`config.mk`:
```
export PLATFORM = sky130hd
export DESIGN_NAME = bus_arbiter
export DESIGN_NICKNAME = d
export VERILOG_FILES = /design/src/rtl/ecap5_dproc_pkg.sv /design/src/rtl/rr_arbiter2.sv /design/src/rtl/bus_arbiter.sv
export SDC_FILE = /design/constraint.sdc
export NUM_CORES = 1
export LEC_CHECK = 0
export ABC_AREA = 1
export CELL_PAD_IN_SITES_DETAIL_PLACEMENT = 1
export CELL_PAD_IN_SITES_GLOBAL_PLACEMENT = 1
export CORE_ASPECT_RATIO = 2
export CORE_UTILIZATION = 17
export DETAILED_ROUTE_END_ITERATION = 7
export PLACE_DENSITY_LB_ADDON = 0.1
export SLEW_MARGIN = 20
export SYNTH_ARGS = -nofsm -noshare
export SYNTH_HDL_FRONTEND = slang
export SYNTH_HIERARCHICAL = 1
export SYNTH_SLANG_ARGS = --single-unit
```
`constraint.sdc`:
```
create_clock -name clk_i -period 4.6 [get_ports clk_i]
set_input_delay 0.92 -clock clk_i [delete_from_list [all_inputs] [get_ports clk_i]]
set_output_delay 0.92 -clock clk_i [all_outputs]
set_load 0.02 [all_outputs]
```
`src/rtl/ecap5_dproc_pkg.sv`:
```
// Shared types and constants for the ecap5 data-processor bus fabric.
package ecap5_dproc_pkg;

  typedef enum logic [1:0] {
    IDLE     = 2'd0,
    GRANT_M0 = 2'd1,
    GRANT_M1 = 2'd2,
    ABORT    = 2'd3
  } arb_state_t;

  localparam logic ARB_M0 = 1'b0;
  localparam logic ARB_M1 = 1'b1;

  function automatic arb_state_t grant_state(input logic id);
    return (id == ARB_M1) ? GRANT_M1 : GRANT_M0;
  endfunction

endpackage

```
`src/rtl/rr_arbiter2.sv`:
```
// Combinational two-way round-robin pick: a lone requester wins, a tie goes
// to the master opposite the one granted last.
module rr_arbiter2
  import ecap5_dproc_pkg::*;
(
  input  logic [1:0] req,
  input  logic       last,
  output logic       valid,
  output logic       grant
);

  always_comb begin
    valid = |req;
    grant = ARB_M0;
    case (req)
      2'b01:   grant = ARB_M0;
      2'b10:   grant = ARB_M1;
      2'b11:   grant = (last == ARB_M0) ? ARB_M1 : ARB_M0;
      default: grant = ARB_M0;
    endcase
  end

endmodule

```
`src/rtl/bus_arbiter.sv`:
```
// Two-master pipelined Wishbone arbiter with round-robin tie breaking and an
// ack watchdog that aborts cycles the slave never answers.
module bus_arbiter
  import ecap5_dproc_pkg::*;
#(
  parameter int TIMEOUT_CYCLES = 255
)(
  input  logic        clk_i,
  input  logic        rst_i,
  input  logic [31:0] m0_wb_adr_i,
  input  logic [31:0] m0_wb_dat_i,
  output logic [31:0] m0_wb_dat_o,
  input  logic        m0_wb_we_i,
  input  logic [3:0]  m0_wb_sel_i,
  input  logic        m0_wb_stb_i,
  input  logic        m0_wb_cyc_i,
  output logic        m0_wb_ack_o,
  output logic        m0_wb_stall_o,
  output logic        m0_wb_err_o,
  input  logic [31:0] m1_wb_adr_i,
  input  logic [31:0] m1_wb_dat_i,
  output logic [31:0] m1_wb_dat_o,
  input  logic        m1_wb_we_i,
  input  logic [3:0]  m1_wb_sel_i,
  input  logic        m1_wb_stb_i,
  input  logic        m1_wb_cyc_i,
  output logic        m1_wb_ack_o,
  output logic        m1_wb_stall_o,
  output logic        m1_wb_err_o,
  output logic [31:0] s_wb_adr_o,
  output logic [31:0] s_wb_dat_o,
  output logic        s_wb_we_o,
  output logic [3:0]  s_wb_sel_o,
  output logic        s_wb_stb_o,
  output logic        s_wb_cyc_o,
  input  logic        s_wb_stall_i,
  input  logic        s_wb_ack_i,
  input  logic [31:0] s_wb_dat_i
);

  localparam logic [15:0] TIMEOUT_LIMIT = 16'(TIMEOUT_CYCLES);
  localparam logic [15:0] TIMEOUT_LAST  = TIMEOUT_LIMIT - 16'd1;
  localparam bit          WDOG_EN       = (TIMEOUT_CYCLES != 0);

  arb_state_t  state_q, state_d;
  logic        last_q, last_d;
  logic        owner_q, owner_d;
  logic [15:0] timer_q, timer_d;
  logic        err_q, err_d;
  logic        owner_cyc;
  logic        rearb;
  logic        pick_valid;
  logic        pick_id;

  rr_arbiter2 u_rr (
    .req   ({m1_wb_cyc_i, m0_wb_cyc_i}),
    .last  (last_q),
    .valid (pick_valid),
    .grant (pick_id)
  );

  assign owner_cyc = (owner_q == ARB_M1) ? m1_wb_cyc_i : m0_wb_cyc_i;

  always_ff @(posedge clk_i or negedge rst_i) begin
    if (!rst_i) begin
      state_q <= IDLE;
      last_q  <= ARB_M1;
      owner_q <= ARB_M0;
      timer_q <= 16'd0;
      err_q   <= 1'b0;
    end else begin
      state_q <= state_d;
      last_q  <= last_d;
      owner_q <= owner_d;
      timer_q <= timer_d;
      err_q   <= err_d;
    end
  end

  // Releasing the bus re-arbitrates in the same cycle, so handover needs no idle bubble.
  always_comb begin
    state_d = state_q;
    last_d  = last_q;
    owner_d = owner_q;
    timer_d = timer_q;
    err_d   = 1'b0;
    rearb   = 1'b0;
    case (state_q)
      IDLE: rearb = 1'b1;
      GRANT_M0, GRANT_M1: begin
        if (!owner_cyc) begin
          rearb = 1'b1;
        end else if (s_wb_ack_i) begin
          timer_d = 16'd0;
        end else if (WDOG_EN && (timer_q == TIMEOUT_LAST)) begin
          state_d = ABORT;
          err_d   = 1'b1;
        end else if (timer_q < TIMEOUT_LIMIT) begin
          timer_d = timer_q + 16'd1;
        end
      end
      ABORT: rearb = !owner_cyc;
      default: rearb = 1'b1;
    endcase
    if (rearb) begin
      timer_d = 16'd0;
      if (pick_valid) begin
        state_d = grant_state(pick_id);
        last_d  = pick_id;
        owner_d = pick_id;
      end else begin
        state_d = IDLE;
      end
    end
  end

  // The slave mux selects on the registered state only, keeping s_wb_cyc_o glitch-free.
  always_comb begin
    s_wb_adr_o    = 32'd0;
    s_wb_dat_o    = 32'd0;
    s_wb_we_o     = 1'b0;
    s_wb_sel_o    = 4'd0;
    s_wb_stb_o    = 1'b0;
    s_wb_cyc_o    = 1'b0;
    m0_wb_stall_o = 1'b1;
    m1_wb_stall_o = 1'b1;
    m0_wb_ack_o   = 1'b0;
    m1_wb_ack_o   = 1'b0;
    case (state_q)
      GRANT_M0: begin
        s_wb_adr_o    = m0_wb_adr_i;
        s_wb_dat_o    = m0_wb_dat_i;
        s_wb_we_o     = m0_wb_we_i;
        s_wb_sel_o    = m0_wb_sel_i;
        s_wb_stb_o    = m0_wb_stb_i;
        s_wb_cyc_o    = m0_wb_cyc_i;
        m0_wb_stall_o = s_wb_stall_i;
        m0_wb_ack_o   = s_wb_ack_i;
      end
      GRANT_M1: begin
        s_wb_adr_o    = m1_wb_adr_i;
        s_wb_dat_o    = m1_wb_dat_i;
        s_wb_we_o     = m1_wb_we_i;
        s_wb_sel_o    = m1_wb_sel_i;
        s_wb_stb_o    = m1_wb_stb_i;
        s_wb_cyc_o    = m1_wb_cyc_i;
        m1_wb_stall_o = s_wb_stall_i;
        m1_wb_ack_o   = s_wb_ack_i;
      end
      default: ;
    endcase
  end

  assign m0_wb_err_o = err_q && (owner_q == ARB_M0);
  assign m1_wb_err_o = err_q && (owner_q == ARB_M1);
  assign m0_wb_dat_o = s_wb_dat_i;
  assign m1_wb_dat_o = s_wb_dat_i;

endmodule

```
==> results.md, run 1 <==
- Post-route cell area: 4760 um^2
- DRT Wirelength: 14,100 um
- Layout Skew: 0.00617 ns
- Internal power: 1090 uW
- Initial Util: 17.4%
- Min cycle time layout: 3.70 ns
- TritonCTS buffer count: 3
- Worst setup path start: state_q[0]
- Root buf cell: clkbuf_16
- Arr. time, crit path: 2.78 ns
- Clock latency on the worst-skew pair: 0.26 ns
- CP peak stage delay: between 0.6 and 0.7 ns
- Tot GR Track Use: 16.6%
- Lkg Pwr: around 0.0019 uW
- Switching share of power: 53.5%
- Comb pwr share: 82.0%
- Clock Sinks: 21
- Slowest-stage cell, CP: clkdlybuf4s50_1
- Synth warn: 6
- Synthesized cell area: 2730 um^2
- Vias: 3,503
- RSZ-0062 raised after global routing: false
- Die Y: 181 um
- Io pins: 319
- Max Fclk: 270 MHz
- Post-synthesis net count: 658
- EDFF count, synth: 0
- Crit path cell chain: inv_1 > ha_2 > buf_4 > nand2_1 > a21oi_1 > clkdlybuf4s50_1
- Clk buf depth: 2
- Vias in the first global route: 3,669
- CP max FO: 29
- Sequential cell area: 527 um^2
- Worst setup EP type: output port
- Setup TNS: 0 ns
- CP startpoint kind: register
- Status: finished, final reports clean
- Clock Power Share: ~8%
- Pwr/cell area: 493 nW/um^2
- Yosys reg bits: 21
- Area contributors post-synth: nand2_1 (27%), dfrtp_1 (18%), buf_4 (18%)
- Detail Route Antenna Nets: 0
- Core Area: 15,700 um^2
- Syn Inst Count: roughly 470
- Fillers: approximately 2k
- Hold_sp: timer_q[10]
- Post-synth top cells: nand2_1 (195), a21oi_1 (72), buf_4 (65), inv_1 (28), nor2_1 (25)
- Post-synth ARST share: 100%
- GP Congestion: 0.788
- Slew HR: around half
- Post-DP HPWL: roughly 12,000 um
- Maximum vdd drop: 0.000237 V
- Largest net degree at the start of global routing: 42
- Initial antenna violation count: 1
- Port Buffer Count: 222
- Endpoints failing setup: 0
- CTS tree: yes
- WL/cell: between 15 and 20 um
- Die width: just over 90 um
- Die ar.: approximately 17,000 um^2
- Max cap viols: 0
- Hold_buf cts: 0
- Worst r2r src: state_q[0]
- Placement Rows: 65
- Yosys cell types: 24
- H-tree Lvls: 1
- Multi-input logic area: roughly 1500 um^2
- Synthesis-to-layout area growth: 74.6%
- Ys flop type: dfrtp_1
- Most numerous cell in the Yosys netlist: nand2_1
- Syn_area_per_cell: 5.75 um^2
- Period utilisation layout: 80.4%
- Switching pwr: 1250 uW
- Seq/Total Area, Yosys: about a fifth
- Cts repair resizes: 0
- Final hold viol count: 0
- 1st-pass router iterations: 4
- Final Slew Violations: 0
- CP Class: register to output port
- Sequential Power Share: 9.8%
- DP Area: 4680 um^2
- Setup Fix Bufs, Post-CTS: 0
- Reg clk slew, reported paths: 0.06 ns
- First-pass GRT wire length: 21,400 um
- Drt first-iter violations: 95
- Worst hold slack: 0.497 ns
- Tightest Pin Transition: just over 0.7 ns
- Layout cells sized above 1: 4.69%
- Grt ovf: 0
- Required @ worst endpoint: 3.68 ns
- Synth top area share: between 20% and 30%
- Fin nets: 803
- Drt drc: 0
- Worst Hold Class: register to register
- Area leader, netlist: nand2_1
- Vias per inst: about 4.3
final timing paths:
path	slack (ns)	end	depth (start not counted)
setup / recovery	0.90	s_wb_adr_o[13]	6
hold / removal	0.50	timer_q[10]	2
setup reg to reg	2.03	timer_q[5]	11
hold reg to reg	0.50	timer_q[10]	2
max in group asynchronous	3.60	last_q	1
min in group asynchronous	0.63	timer_q[3]	1
layer usage:
layer / global-route usage [%] / vias to the layer above / routed length (um)
met4: 3.94 / 0 / 216
met2: 31.3 / 168 / 7340
li1: - / 1700 / -
met3: 5.26 / 17 / 1470
met1: 17.5 / 1618 / 5120
met5: 0 / - / 0
metrics by stage:
step / worst slack (ns) / cells / total power [uW] / util [%]
after floorplan: 2.10 / 474 / 1350 / -
after global placement: 1.15 / 815 / 2180 / 29.8
after detailed placement: 1.11 / 815 / 2190 / 29.8
after CTS: 0.825 / 819 / 2400 / 30.3
after global routing: 0.714 / 820 / 2530 / 30.3
final: 0.902 / 820 / 2340 / 30.3
placed cells by master (no fill, tap or decap), types with 3 or more instances in the layout:
master,count
a21oi_1,72
a21boi_2,4
dfrtp_1,20
nand2_1,195
buf_4,6
nor2_2,3
clkbuf_16,3
ha_1,4
nand3_1,18
nor2_1,25
clkdlybuf4s50_1,221
inv_1,28
state kept, by name, summed over array words and instances (netlist names):
| register | flops |
|---|---|
| owner_q | 1 |
| err_q | 1 |
| state_q | 2 |
| last_q | 1 |
| timer_q | 16 |
worst max-delay path: cells and delay by family, from the launching register on:
kind                       cells  cell delay, ns
adders and majority gates      1            0.61
DFF                            1            0.41
AOI/OAI and AO/OA              1            0.21
and+or+nand+nor                1            0.10
buffers and inverters          3            1.17
area by class of cell:
cell class / count / area share [%]
diodes: 1 / 0.0526
repair buffers: 229 / 48.0
clock inverters: 1 / 0.105
multi-input cells: 334 / 31.6
inverters: 30 / 2.37
flip-flops and latches: 21 / 11.1
well taps: 201 / 5.29
clock buffers: 3 / 1.58
power by group through the flow:
stage | Combinational (uW) | Clock, uW | Sequential (uW)
after detailed placement | 1960 | 0 | 234
after floorplan | 1120 | 0 | 227
after global routing | 2090 | 206 | 234
final | 1920 | 192 | 230
after global placement | 1950 | 0 | 231
after CTS | 1960 | 202 | 231
cells by family (layout without fill, tap and decap cells):
logic type / Yosys count / count (layout) / share of synthesized area (%)
compound gates: 80 / 80 / 15.9
flops: 21 / 21 / 19.3
buf+inv: 119 / 263 / 25.8
other cells: 0 / 1 / 0
simple gates: 248 / 248 / 36.3
fa+ha+maj: 6 / 6 / 2.75
No activity file was read; power rests on OpenSTA's default activity.
==> inputs of run 2 (changes only) <==
--- a/config.mk
+++ b/config.mk
@@ -9,7 +9,7 @@
 export CELL_PAD_IN_SITES_DETAIL_PLACEMENT = 1
 export CELL_PAD_IN_SITES_GLOBAL_PLACEMENT = 1
 export CORE_ASPECT_RATIO = 2
-export CORE_UTILIZATION = 17
+export CORE_UTILIZATION = 14
 export DETAILED_ROUTE_END_ITERATION = 7
 export PLACE_DENSITY_LB_ADDON = 0.1
 export SLEW_MARGIN = 20
==> constraint.sdc (replaced) <==
create_clock -name clk_i -period 3 [get_ports clk_i]
set_input_delay 0.6 -clock clk_i [delete_from_list [all_inputs] [get_ports clk_i]]
set_output_delay 0.6 -clock clk_i [all_outputs]
set_load 0.02 [all_outputs]
==> run 2 against run 1 <==
  * Combinational power up 56%
  * Sequential cell count unchanged
  * Critical path depth unchanged
  * Highest routed layer unchanged
==> results.md, run 2 (synthesis gave the netlist of run 1 again) <==
- Hold_buf cts: 0
- Die width: just over 100 um
- CP peak stage delay: 0.66 ns
- Worst setup EP type: output port
- Period utilisation layout: 95.5%
- R2R Setup Slk: 0.71 ns
- Crit path cell chain: inv_1 > ha_2 > buf_4 > nand2_1 > a21oi_1 > clkdlybuf4s50_1
- Tot GR Track Use: 14.0%
- CP max FO: 13
- Commonest cells after routing, fill and taps aside: clkdlybuf4s50_1 (221), nand2_1 (195), a21oi_1 (72)
- Max Fclk: between 300 and 400 MHz
- Drt first-iter violations: 46
- Final Slew Violations: 0
- Detail Route Antenna Nets: 0
- Port Buffer Count: 222
- Synthesis-to-layout area growth: 78.7%
- Max cap viols: 0
- Vias per inst: 3.99
- First-pass GRT wire length: 21,300 um
- Dpl cells: 873
- CP startpoint kind: register
- 1st-pass router iterations: 4
- Largest net degree at the start of global routing: 45
- Core Area: approximately 19,000 um^2
- Worst r2r src: state_q[1]
- Min cycle time layout: 2.86 ns
- GP Congestion: ~0.77
- Final hold viol count: 0
- PnR Total Power: 3650 uW
- Root buf cell: clkbuf_16
- H-tree Lvls: 1
- Reg clk slew, reported paths: 0.06 ns
- Critical Path Sink: s_wb_sel_o[2]
- Initial Util: 14.4%
- Worst Hold Class: register to register
- Vias: 3,504
- Placement Rows: 71
- Worst setup path start: state_q[1]
- Regs by FF count: timer_q (16), state_q (2)
- Clk buf depth: 2
- Max FFs per register: 16
- Arr. time, crit path: 2.26 ns
- WL/cell: 16.8 um
- CTS tree: yes
- CP Class: register to output port
- Commonest non-fill, non-tap cell in the layout: clkdlybuf4s50_1
- Io pins: 319
- Endpoints failing setup: 0
- Vias in the first global route: 3,654
- Required @ worst endpoint: ~2.4 ns
- Setup TNS: 0 ns
- Clock Sinks: 21
- Layout cells sized above 1: 5.14%
- Lkg Pwr: 0.00189 uW
- DRT Wirelength: 14,700 um
- Fin cells: 878
- Post-DP HPWL: 12,100 um
- R2R Path End: timer_q[3]
- Layout Skew: 0.00499 ns
- Register-to-Register Path Depth: 12
- Pwr/cell area: 749 nW/um^2
- Grt ovf: 0
- Maximum vdd drop: between 0.0004 and 0.0005 V
- Die Y: 199 um
- Die ar.: 20,100 um^2
- Reg with most FFs: timer_q
- RSZ-0062 raised after global routing: false
- TritonCTS buffer count: 3
- Slowest-stage cell, CP: clkdlybuf4s50_1
- Initial antenna violation count: 1
- Clock latency on the worst-skew pair: 0.27 ns
- Fin nets: slightly above 800
- Tightest Pin Transition: 0.354 ns
- Drt drc: 0
- Slew HR: 76.3%
- Fillers: 2,349
- Status: finished, final reports clean
-- run 2: cell types whose count changed in the layout (fill, tap and decap cells not counted), sizes merged --
cell,previous run,this run
buf,8,11
dlymetal6s2s,0,1
-- run 2: power by group --
group | switching (uW) | leakage [uW] | internal [uW]
logic | 1790 | 0.00157 | 1200
registers | 30.4 | 0.000285 | 322
clock network | 122 | 0.0000409 | 180
-- run 2: worst min-delay path by stage --
stage | startpoint | to | slack, ns | depth (start not counted)
2_1_floorplan | rst_i | err_q | 0.30 | 0
3_3_place_gp | timer_q[9] | timer_q[9] | 0.48 | 2
3_5_place_dp | timer_q[9] | timer_q[9] | 0.49 | 2
4_1_cts | timer_q[9] | timer_q[9] | 0.50 | 2
5_1_grt | timer_q[10] | timer_q[10] | 0.52 | 2
6_report | timer_q[10] | timer_q[10] | 0.49 | 2
-- run 2: timing repair --
item	CTS	global route
setup buffers	0	0
resized for setup	0	3
setup endpoints to repair	0	41
-- run 2: layer usage --
metal | vias up | track usage, % | routed length [um]
li1 | 1703 | - | -
met1 | 1607 | 14.2 | 5070
met2 | 167 | 27.1 | 7970
met3 | 27 | 3.78 | 1420
met4 | 0 | 4.13 | 257
met5 | - | 0 | 0
-- run 2: worst max-delay path, delay by kind of cell, from the launching register on --
kind / cells / cell delay (ns)
and+or+nand+nor: 1 / 0.08
buffers and inverters: 3 / 1.01
DFF: 1 / 0.41
AOI/OAI and AO/OA: 1 / 0.26
adders and majority gates: 1 / 0.24
-- run 2: final cells by class --
| class | instances | area (um^2) | share of cell area (%) |
|---|---|---|---|
| timing repair buffer | 233 | 2330 | 47.8 |
| multi-input combinational | 334 | 1500 | 30.8 |
| sequential | 21 | 527 | 10.8 |
| tap | 255 | 319 | 6.55 |
| inverter | 30 | 113 | 2.31 |
| clock buffer | 3 | 75.1 | 1.54 |
| clock inverter | 1 | 5.00 | 0.103 |
| antenna | 1 | 2.50 | 0.0514 |
-- run 2: metrics by stage --
stage	setup WS, ns	util, %	instance area (um^2)	hold WS, ns
finish	0.136	25.7	4870	0.495
global route	0.00622	25.7	4870	0.524
CTS	0.0557	25.7	4860	0.501
detailed placement	0.340	25.2	4780	0.492
global placement	0.322	25.2	4780	0.485
floorplan	0.822	-	2730	0.304
==> inputs of run 3 (changes only) <==
--- a/config.mk
+++ b/config.mk
@@ -12,6 +12,8 @@
 export CORE_UTILIZATION = 14
 export DETAILED_ROUTE_END_ITERATION = 7
 export PLACE_DENSITY_LB_ADDON = 0.1
+export SETUP_SLACK_MARGIN = 0.05
+export SKIP_LAST_GASP = 1
 export SLEW_MARGIN = 20
 export SYNTH_ARGS = -nofsm -noshare
 export SYNTH_HDL_FRONTEND = slang
==> run 3 against run 2 <==
  * Wire length up 0.12%
  * Via count about the same
  * Register-to-register slack about the same
  * Fmax up 0.85%
  * Design area up 0.36%
  * Power down 0.14%
  * Sequential share of layout area about the same
  * Combinational power about the same
  * Cell count unchanged
  * Non-clock buffer count unchanged
  * Sequential cell count unchanged
  * Critical path type unchanged
  * Critical endpoint is now s_wb_dat_o[19]
  * Largest cell class unchanged
==> results.md, run 3 (synthesis gave the netlist of run 1 again) <==
- Vias per inst: 3.99
- Drt drc: 0
- Slew HR: 76.9%
- TritonCTS buffer count: 3
- Initial Util: 14.4%
- Maximum vdd drop: 0.000427 V
- Required @ worst endpoint: 2.40 ns
- Detail Route Antenna Nets: 0
- Synthesis-to-layout area growth: 79.3%
- H-tree Lvls: 1
- Reg with most FFs: timer_q
- Period utilisation layout: 94.7%
- Setup Fix Bufs, Post-CTS: 0
- Layout cells sized above 1: approximately 5%
- DP Area: 4780 um^2
- Tot GR Track Use: 14.0%
- Clk buf depth: 2
- Grt ovf: 0
- Max FFs per register: 16
- Io pins: between 300 and 400
- CP max FO: 20
- Root buf cell: clkbuf_16
- Commonest cells after routing, fill and taps aside: clkdlybuf4s50_1 (214), nand2_1 (195), a21oi_1 (72)
- Post-route cell area: 4890 um^2
- Arr. time, crit path: 2.24 ns
- Fin nets: 807
- Final hold viol count: 0
- Core Area: ~19,000 um^2
- Max Fclk: 352 MHz
- Pwr/cell area: 745 nW/um^2
- Die ar.: 20,100 um^2
- Die Y: 199 um
- Reg clk slew, reported paths: 0.06 ns
- Regs by FF count: timer_q (16), state_q (2)
- CP Class: register to output port
- 1st-pass router iterations: 4
- Max cap viols: 0
- GP Congestion: about 0.77
- Worst setup EP type: output port
- RSZ-0062 raised after global routing: true
- Vias in the first global route: 3,654
- Status: finished, final reports clean
- Cts repair resizes: 0
- Setup TNS: 0 ns
- Lkg Pwr: a little over 0.002 uW
- Commonest non-fill, non-tap cell in the layout: clkdlybuf4s50_1
- Post-DP HPWL: between 10,000 and 15,000 um
- Endpoints failing setup: 0
- CTS tree: yes
- Clock Sinks: 21
- Drt first-iter violations: 49
- Initial antenna violation count: 1
- Clock latency on the worst-skew pair: between 0.2 and 0.3 ns
- Worst Hold Class: register to register
- Layout Skew: 0.00499 ns
- Final Slew Violations: 0
- DRT Wirelength: 14,700 um
- Vias: 3,505
- Placement Rows: 71
- Largest net degree at the start of global routing: between 40 and 50
- WL/cell: 16.8 um
- Hold_buf cts: 0
- Port Buffer Count: 222
- First-pass GRT wire length: 21,300 um
- Tightest Pin Transition: ~0.34 ns
- Min cycle time layout: 2.84 ns
- Die width: 101 um
- CP startpoint kind: register
run 3: changes by cell type in the layout (fill, tap and decap cells not counted), sizes merged:
cell	delta
dlymetal6s2s	+7
clkdlybuf4s50	-7
run 3: final timing paths:
kind | startpoint | to | slack, ns | cells past startpoint
min | timer_q[10] | timer_q[10] | 0.49 | 2
max in group asynchronous | rst_i | last_q | 2.04 | 2
max reg2reg | state_q[1] | timer_q[3] | 0.71 | 12
min reg2reg | timer_q[10] | timer_q[10] | 0.49 | 2
max | state_q[1] | s_wb_dat_o[19] | 0.16 | 6
min in group asynchronous | rst_i | timer_q[12] | 0.68 | 2
run 3: stage by stage:
| stage | worst slack [ns] | std cells | util [%] | power [uW] | hold slack (ns) |
|---|---|---|---|---|---|
| 2_1_floorplan | 0.822 | 474 | - | 2070 | 0.304 |
| 3_3_place_gp | 0.322 | 873 | 25.2 | 3390 | 0.485 |
| 3_5_place_dp | 0.340 | 873 | 25.2 | 3410 | 0.492 |
| 4_1_cts | 0.0557 | 877 | 25.7 | 3720 | 0.501 |
| 5_1_grt | 0.0130 | 878 | 25.8 | 3930 | 0.524 |
| 6_report | 0.160 | 878 | 25.8 | 3640 | 0.495 |
run 3: critical path: stages, from the launching register on:
cell and delay [ns]:
dfrtp_1 0.39, inv_1 0.11, ha_1 0.35, inv_2 0.08
buf_4 0.21, a21oi_1 0.16, clkdlybuf4s50_1 0.68
run 3: cell type report:
class	instances	area, um^2
sequential	21	527
fill	2346	14000
tap	255	319
timing repair buffer	233	2340
multi-input combinational	334	1500
clock buffer	3	75.1
antenna	1	2.50
clock inverter	1	5.00
inverter	30	113
run 3: routing by layer:
| layer | track usage [%] | up-vias | part of all wire, % |
|---|---|---|---|
| met5 | 0 | - | 0 |
| met4 | 4.13 | 0 | 1.7 |
| met3 | 3.78 | 27 | 9.6 |
| met2 | 27.1 | 167 | 54 |
| met1 | 14.2 | 1608 | 35 |
| li1 | - | 1703 | - |
run 3: power by group:
group / internal, uW / switching, uW / leakage (uW) / total [uW]
clock network: 180 / 122 / 0.0000409 / 302
registers: 322 / 30.4 / 0.000285 / 353
logic: 1190 / 1790 / 0.00169 / 2990
total: 1690 / 1950 / 0.00201 / 3640
